[src/rtl/handshake_protocol_monitor.sv]
// rtl/handshake_protocol_monitor.sv - observe-only ready/valid protocol checker for N channels
//
// Purpose: watches N_CH ready/valid channels and enforces three rules:
//   - valid must not be withdrawn before the transfer completes,
//   - the payload must not change while a transfer is pending,
//   - a pending transfer must not stall more than MAX_STALL cycles.
// It keeps saturating transfer counters, sticky error flags and a
// first-error record. It never drives the monitored design.
//
// Ports:
//   CLK, RESET        clock, synchronous active-high reset
//   enable            checking/counting enable
//   clear             synchronous clear, same effect as RESET
//   valid, ready      per-channel handshake signals
//   data              per-channel payload, channel i at [i*DATA_W +: DATA_W]
//   xfer_count        per-channel saturating counters, channel i at [i*CNT_W +: CNT_W]
//   err_drop/data/stall  sticky per-channel violation flags
//   any_err           OR of all sticky flags
//   first_err_*       channel and code of the first violation (01 drop, 10 data, 11 stall)
module handshake_protocol_monitor #(
  parameter int N_CH      = 3,
  parameter int DATA_W    = 5,
  parameter int CNT_W     = 16,
  parameter int MAX_STALL = 8,
  parameter int CH_W      = (N_CH > 1) ? $clog2(N_CH) : 1
) (
  input  logic                     CLK,
  input  logic                     RESET,
  input  logic                     enable,
  input  logic                     clear,
  input  logic [N_CH-1:0]          valid,
  input  logic [N_CH-1:0]          ready,
  input  logic [N_CH*DATA_W-1:0]   data,
  output logic [N_CH*CNT_W-1:0]    xfer_count,
  output logic [N_CH-1:0]          err_drop,
  output logic [N_CH-1:0]          err_data,
  output logic [N_CH-1:0]          err_stall,
  output logic                     any_err,
  output logic                     first_err_valid,
  output logic [CH_W-1:0]          first_err_chan,
  output logic [1:0]               first_err_code
);

  typedef enum logic {S_IDLE, S_PENDING} state_e;

  // Stall counter only needs to reach MAX_STALL+1, where it parks.
  localparam int              SW        = $clog2(MAX_STALL + 2);
  localparam logic [SW-1:0]   STALL_MAX = SW'(MAX_STALL);
  localparam logic [SW-1:0]   STALL_SAT = SW'(MAX_STALL + 1);
  localparam logic [CNT_W-1:0] CNT_SAT  = '1;

  state_e            state_q [N_CH];
  state_e            state_d [N_CH];
  logic [DATA_W-1:0] cap_q   [N_CH];
  logic [DATA_W-1:0] cap_d   [N_CH];
  logic [SW-1:0]     stall_q [N_CH];
  logic [SW-1:0]     stall_d [N_CH];
  logic [CNT_W-1:0]  cnt_q   [N_CH];
  logic [CNT_W-1:0]  cnt_d   [N_CH];

  logic [N_CH-1:0] drop_q, drop_d, dchg_q, dchg_d, stl_q, stl_d;
  logic [N_CH-1:0] ev_drop, ev_data, ev_stall;
  logic            any_q, any_d;
  logic            fv_q, fv_d;
  logic [CH_W-1:0] fch_q, fch_d;
  logic [1:0]      fcode_q, fcode_d;

  always_comb begin
    state_d  = state_q;
    cap_d    = cap_q;
    stall_d  = stall_q;
    cnt_d    = cnt_q;
    ev_drop  = '0;
    ev_data  = '0;
    ev_stall = '0;

    for (int i = 0; i < N_CH; i++) begin
      if (!enable) begin
        // Disabling abandons any handshake in progress without error.
        state_d[i] = S_IDLE;
        stall_d[i] = '0;
      end else begin
        case (state_q[i])
          S_IDLE: begin
            if (valid[i] && ready[i]) begin
              cnt_d[i] = (cnt_q[i] != CNT_SAT) ? cnt_q[i] + CNT_W'(1) : cnt_q[i];
            end else if (valid[i]) begin
              cap_d[i]   = data[i*DATA_W +: DATA_W];
              stall_d[i] = SW'(1);
              state_d[i] = S_PENDING;
            end
          end
          S_PENDING: begin
            if (!valid[i]) begin
              ev_drop[i] = 1'b1;
              state_d[i] = S_IDLE;
              stall_d[i] = '0;
            end else begin
              // Capture is never refreshed, so each differing cycle is flagged.
              if (data[i*DATA_W +: DATA_W] != cap_q[i]) ev_data[i] = 1'b1;
              if (ready[i]) begin
                cnt_d[i]   = (cnt_q[i] != CNT_SAT) ? cnt_q[i] + CNT_W'(1) : cnt_q[i];
                state_d[i] = S_IDLE;
                stall_d[i] = '0;
              end else begin
                if (stall_q[i] != STALL_SAT) stall_d[i] = stall_q[i] + SW'(1);
                // Fires only on the step MAX_STALL -> MAX_STALL+1: once per episode.
                if ((MAX_STALL != 0) && (stall_q[i] == STALL_MAX)) ev_stall[i] = 1'b1;
              end
            end
          end
          default: state_d[i] = S_IDLE;
        endcase
      end
    end

    drop_d = drop_q | ev_drop;
    dchg_d = dchg_q | ev_data;
    stl_d  = stl_q  | ev_stall;
    any_d  = |{drop_d, dchg_d, stl_d};

    fv_d    = fv_q;
    fch_d   = fch_q;
    fcode_d = fcode_q;
    if (!fv_q) begin
      // Walk downward so the lowest-indexed offending channel wins.
      for (int i = N_CH - 1; i >= 0; i--) begin
        if (ev_drop[i] || ev_data[i] || ev_stall[i]) begin
          fv_d    = 1'b1;
          fch_d   = CH_W'(i);
          fcode_d = ev_stall[i] ? 2'b11 : (ev_data[i] ? 2'b10 : 2'b01);
        end
      end
    end
  end

  always_ff @(posedge CLK) begin
    if (RESET || clear) begin
      for (int i = 0; i < N_CH; i++) begin
        state_q[i] <= S_IDLE;
        cap_q[i]   <= '0;
        stall_q[i] <= '0;
        cnt_q[i]   <= '0;
      end
      drop_q  <= '0;
      dchg_q  <= '0;
      stl_q   <= '0;
      any_q   <= 1'b0;
      fv_q    <= 1'b0;
      fch_q   <= '0;
      fcode_q <= '0;
    end else begin
      state_q <= state_d;
      cap_q   <= cap_d;
      stall_q <= stall_d;
      cnt_q   <= cnt_d;
      drop_q  <= drop_d;
      dchg_q  <= dchg_d;
      stl_q   <= stl_d;
      any_q   <= any_d;
      fv_q    <= fv_d;
      fch_q   <= fch_d;
      fcode_q <= fcode_d;
    end
  end

  always_comb begin
    xfer_count = '0;
    for (int i = 0; i < N_CH; i++) xfer_count[i*CNT_W +: CNT_W] = cnt_q[i];
  end

  assign err_drop        = drop_q;
  assign err_data        = dchg_q;
  assign err_stall       = stl_q;
  assign any_err         = any_q;
  assign first_err_valid = fv_q;
  assign first_err_chan  = fch_q;
  assign first_err_code  = fcode_q;

endmodule
[config.mk]
export PLATFORM = sky130hd
export DESIGN_NAME = handshake_protocol_monitor
export DESIGN_NICKNAME = d
export VERILOG_FILES = /design/src/rtl/handshake_protocol_monitor.sv
export SDC_FILE = /design/constraint.sdc
export NUM_CORES = 1
export LEC_CHECK = 0
export ABC_CLOCK_PERIOD_IN_PS = 1700
export BUFFER_PORTS_ARGS = -buffer_cell sky130_fd_sc_hd__clkbuf_2
export CELL_PAD_IN_SITES_DETAIL_PLACEMENT = 0
export CELL_PAD_IN_SITES_GLOBAL_PLACEMENT = 2
export CORE_ASPECT_RATIO = 2
export CORE_MARGIN = 3
export CORE_UTILIZATION = 30
export DETAILED_ROUTE_END_ITERATION = 6
export PLACE_DENSITY_LB_ADDON = 0.1
export RECOVER_POWER = 25
export SETUP_SLACK_MARGIN = 0.15
export SKIP_LAST_GASP = 1
export SLEW_MARGIN = 20
export SYNTH_ARGS = -nofsm -noshare
export SYNTH_HDL_FRONTEND = slang
export SYNTH_SLANG_ARGS = --single-unit
export TNS_END_PERCENT = 20
[constraint.sdc]
create_clock -name CLK -period 1.7 [get_ports CLK]
set_clock_uncertainty 0.1 [all_clocks]
set_input_delay 0.17 -clock CLK [delete_from_list [all_inputs] [get_ports CLK]]
set_output_delay 0.17 -clock CLK [all_outputs]
set_load 0.005 [all_outputs]
---- Yosys cells after proc, flatten, opt, wreduce, memory -nomap -nowiden ----
Cells that the tools add are included.
cells by class
  add/subtract/negate cells ............... 6
  equality and inequality tests ........... 30
  muxes and demuxes ....................... 100
  bitwise gates (word level) .............. 11
  reduce and logical (&&, ||, !) cells .... 23
operators by type and width
  cell                   count
  $mux 16                12
  $pmux 16 s2            3
  $mux 4                 15
  $mux 1                 52
  $add 16x1->16 const B  3
  $ne 16x16->1 const B   3
  $ne 2x2->1 const B     15
  $mux 2                 12
  $pmux 4 s2             3
  $reduce_and 4->1       6
  $ne 5x5->1             3
  $add 4x1->4 const B    3
  $eq 4x4->1 const B     3
  $ne 4x3->1 const B     3
  $ne 4x4->1 const B     3
  $or 3x3->3             3
  $reduce_and 3->1       3
  $reduce_or 9->1        1
  $not 1->1              8
  $logic_or 1x1->1       7
  $pmux 1 s2             3
  $logic_and 1x1->1      3
  $reduce_bool 3->1      1
  $reduce_and 2->1       1
  $reduce_or 2->1        1
storage, ports and cells
  bits in registers ....................... 93
  input port bits ......................... 25
  logic and storage cells ................. 189

---- Depth between registers and ports, before layout ----
  depth after elaboration ................. 11
  gate-level depth with buffers ........... 8
  mapped depth without buffers ............ 8

---- Worst setup path after synthesis ----
No wires, ideal clock.
  path kind ............................... register to register
  start point ............................. register cnt_q (netlist bit xfer_count[32])
  end point ............................... register cnt_q (netlist bit xfer_count[38])
  setup time .............................. 0.128 ns
  data arrival time ....................... 1.548 ns
  required time ........................... 1.472 ns
  slack ................................... -0.075 ns
  cell stages (with the launch flop) ...... 8
  path buffers ............................ 1
  period minus slack after synthesis ...... 1.775 ns
  cells stage by stage .................... dfxtp_1 -> ha_1 -> and3_2 -> buf_6 -> a21oi_4 -> and3_2 -> xnor2_1 -> nor2_1
between the ends
  longest elaborated chain between the ends .. 5
ends and longest elaborated chain
  element                                               RTL line  RTL
  start, declared                                       58        logic [CNT_W-1:0] cnt_q [N_CH];
  start signal, assigned                                156       cnt_q <= cnt_d;
  $add 16x1->16 / $ne 16x16->1 (equally long branches)  86, 102
  $mux 16 *                                             86, 102
  $mux 16                                               101       if (ready[i]) begin
  $mux 16                                               94        if (!valid[i]) begin
  $pmux 16 s2 *                                         83        case (state_q[i])
Mark *: on every way between the ends. The rest lies on a longest branch, timed or not. The select of a mux whose other input is x is not followed.
A chain may end at the register's enable or synchronous reset.

---- Final worst setup path ----
  start point ............................. register stall_q[4] (netlist bit)
  end point ............................... register fcode_q[1] (netlist: first_err_code[1])
between the ends
  longest elaborated chain between the ends .. 9
ends and longest elaborated chain
  element                                             RTL line  RTL
  start, declared                                     56        logic [SW-1:0] stall_q [N_CH];
  start signal, assigned                              155       stall_q <= stall_d;
  $eq 4x4->1 *                                        108       if ((MAX_STALL != 0) && (stall_q[i] == STALL_MAX)) ev_stall[i] = 1'b1;
  $mux 1 *                                            108
  $mux 1 *                                            101
  $mux 1 *                                            94
  $mux 1 *                                            83
  $mux 1 *                                            78        if (!enable) begin
  $mux 2 / $logic_or 1x1->1 (equally long branches)   131, 128
  $mux 2 / $reduce_bool 3->1 (equally long branches)  n/a
  $mux 2 / $reduce_and 2->1 (equally long branches)   n/a
  end signal, assigned                                163       fcode_q <= fcode_d;
  end, declared                                       66        logic [1:0] fcode_q, fcode_d;
Mark *: on every way between the ends. The rest lies on a longest branch, timed or not.

==> impl_metrics.yaml <==
layout:
  fillers: 1496
  drive_gt1_frac: 0.389
  mostFrequentLayoutCells: "nor2_1 (102), buf_4 (82), clkbuf_2 (73)"
  final_common_cell: "nor2_1"
  final-seq-area_sq_mm: 0.00191
  final_nets: 737
  final_util: 0.452
  fin_cells: 897
  final_area_sq_mm: 0.00656
  diodes: 0
  multiInputGateArea_sq_mm: 0.00286
  syn_to_final_growth_pct: 45.6
drt:
  num_vias: 4260
  firstDrtPassIters: 4
  detail-route-antenna-nets: 0
  wire_per_inst_um: 14.6
  viasPerCell: 4.75
  post-route-drc-count: 0
  drt-initial-drc-count: 102
  wl_mm: 13.1
clocking:
  cts_tree: "built"
  numCtsBuffers: 9
  root_buffer: "clkbuf_16"
  cts_sinks: 93
  clk_pin_slew_ps: 70
  clockBufferDepth: 2
  clock_latency_ps: 350
  h-tree-depth: 3
pwr:
  power_mw: 4.61
  cellPowerDensity_mw_per_mm2: 703
  cellLeakagePower_nw: 2.58
  peakVddDrop_v: 0.000598
global_route:
  grt_max_degree: 46
  grt_pass1_vias: 4507
  antenna_found_initial: 0
  grt_usage: 0.164
  overflow: 0
  grt_pass1_wl_mm: 21.5
sta:
  setup_violations: 1
  holdWs_ps: 7.60
  finalCriticalPeriod_ps: 1740
  rsz0062_at_grt: "true"
  fmax_mhz: 573
  finalHoldViolCount: 0
  setup-tns-final_ps: -44.3
  drv_slew: 0
  max-slew-margin-rel: 0.452
  worst_pin_slew_ps: 823
  fin_ws_ps: -44.3
  timing.final.crit_share: 1.03
worst_setup_path:
  crit_path_start_kind: "flip-flop"
  end_kind: "flip-flop"
  cp_max_fo: 3
  cp_data_arrival_time_ps: 1870
  worstSetupPathType: "reg2reg"
  crit_required_ps: 1830
logic_synthesis:
  ys_types: 58
  yosys_warnings: 0
  async_flop_share: 0
  syn_avg_cell_area_sq_um: 8.66
  syn_nets: 557
  synth_cells: 520
  ys_ff_latch: 93
  synthFlopType: "dfxtp_1"
  synth_area_sq_mm: 0.00451
  yosysSeqAreaShare: 0.413
  synth_edf_count: 0
placed_design:
  dp_hpwl_mm: 9.94
  portBuffers: 87
  place_area_sq_mm: 0.00581
  place_ws_ps: -101
  gp_congestion: 0.746
  dp.cells: 860
floorplanning:
  dieWidth_um: 92.7
  die_y_um: 179
  die-area_sq_mm: 0.0166
  core_area_sq_mm: 0.0145
  start_util: 0.311
  pin_count: 88
  rows: 62
status:
  status: "finished, violations left"
  violations: "setup timing"
run:
  cap_violations: 0
worst_hold_path:
  holdCritPathClass: "in2reg"
path summary, 6_finish.rpt:
check / slack, ps / cells after the start / startpoint / to
setup / recovery: -40 / 8 / stall_q[4] / first_err_code[1]
hold / removal: 8 / 3 / data[13] / cap_q[3]
setup reg to reg: -40 / 8 / stall_q[4] / first_err_code[1]
hold reg to reg: 400 / 2 / err_stall[2] / err_stall[2]
synth_stat cells (all sizes together), types with 9 or more instances:
master / n / share of area
xnor2: 32 / 0.062
mux2i: 16 / 0.036
and4: 9 / 0.018
nand3: 25 / 0.028
and3: 10 / 0.015
clkbuf: 9 / 0.0075
o21ai: 18 / 0.020
nand4: 21 / 0.029
dfxtp: 93 / 0.41
inv: 14 / 0.012
a21oi: 22 / 0.027
xor2: 24 / 0.047
nand2: 30 / 0.026
nor3: 11 / 0.016
ha: 12 / 0.033
nor2: 106 / 0.088
cell type report:
class                      count  share of cell area
sequential                    93               0.291
clock inverter                 7              0.0120
clock buffer                   9              0.0343
multi-input combinational    397               0.435
timing repair buffer         185               0.183
inverter                      14             0.00839
tap                          192              0.0366
routing by layer:
| layer | vias to the layer above | routed length [um] | part of all wire | track usage |
|---|---|---|---|---|
| met3 | 7 | 449 | 0.034 | 0.0336 |
| met2 | 61 | 7310 | 0.56 | 0.320 |
| met5 | - | 0 | 0 | 0 |
| met4 | 0 | 143 | 0.011 | 0.0404 |
| li1 | 2169 | - | - | - |
| met1 | 2023 | 5220 | 0.40 | 0.177 |
kinds of logic (layout without fill, tap and decap cells):
kind of cell             Yosys count  after routing  synth area share
flip-flops                        93             93             0.413
adder cells (fa/ha/maj)           12             12            0.0333
AO/OA/AOI/OAI                     68             68             0.104
buffers and inverters             30            215            0.0292
XOR/XNOR                          56             56             0.109
multiplexers                      16             16            0.0355
AND/OR/NAND/NOR                  245            245             0.275
repair_timing:
item,CTS,global route
endpoints found under the setup margin,46,56
pin swaps,34,24
hold endpoints to repair,6,0
buffers inserted,13,2
gates resized for setup,53,27
hold buffers,6,0
report_power, final:
group	switching (mW)	internal, mW
registers	0.00950	2.18
clock network	0.941	1.17
logic	0.172	0.143
state kept, by name, indices dropped and copies added, names as in the netlist, 3 cells and up:
name        flops
stall_q        12
cap_q          15
xfer_count     48
err_stall       3
err_data        3
err_drop        3
state_q         3
worst max-delay path, cell delays in order (launching register included):
cell and delay, ps:
dfxtp_2 330, inv_2 60, ha_4 120, nand4b_1 140, o21ai_2 200, o31ai_4 100
a31oi_4 240, nor4b_4 250, nor3_1 80
Power figures use the tool's default switching activity.
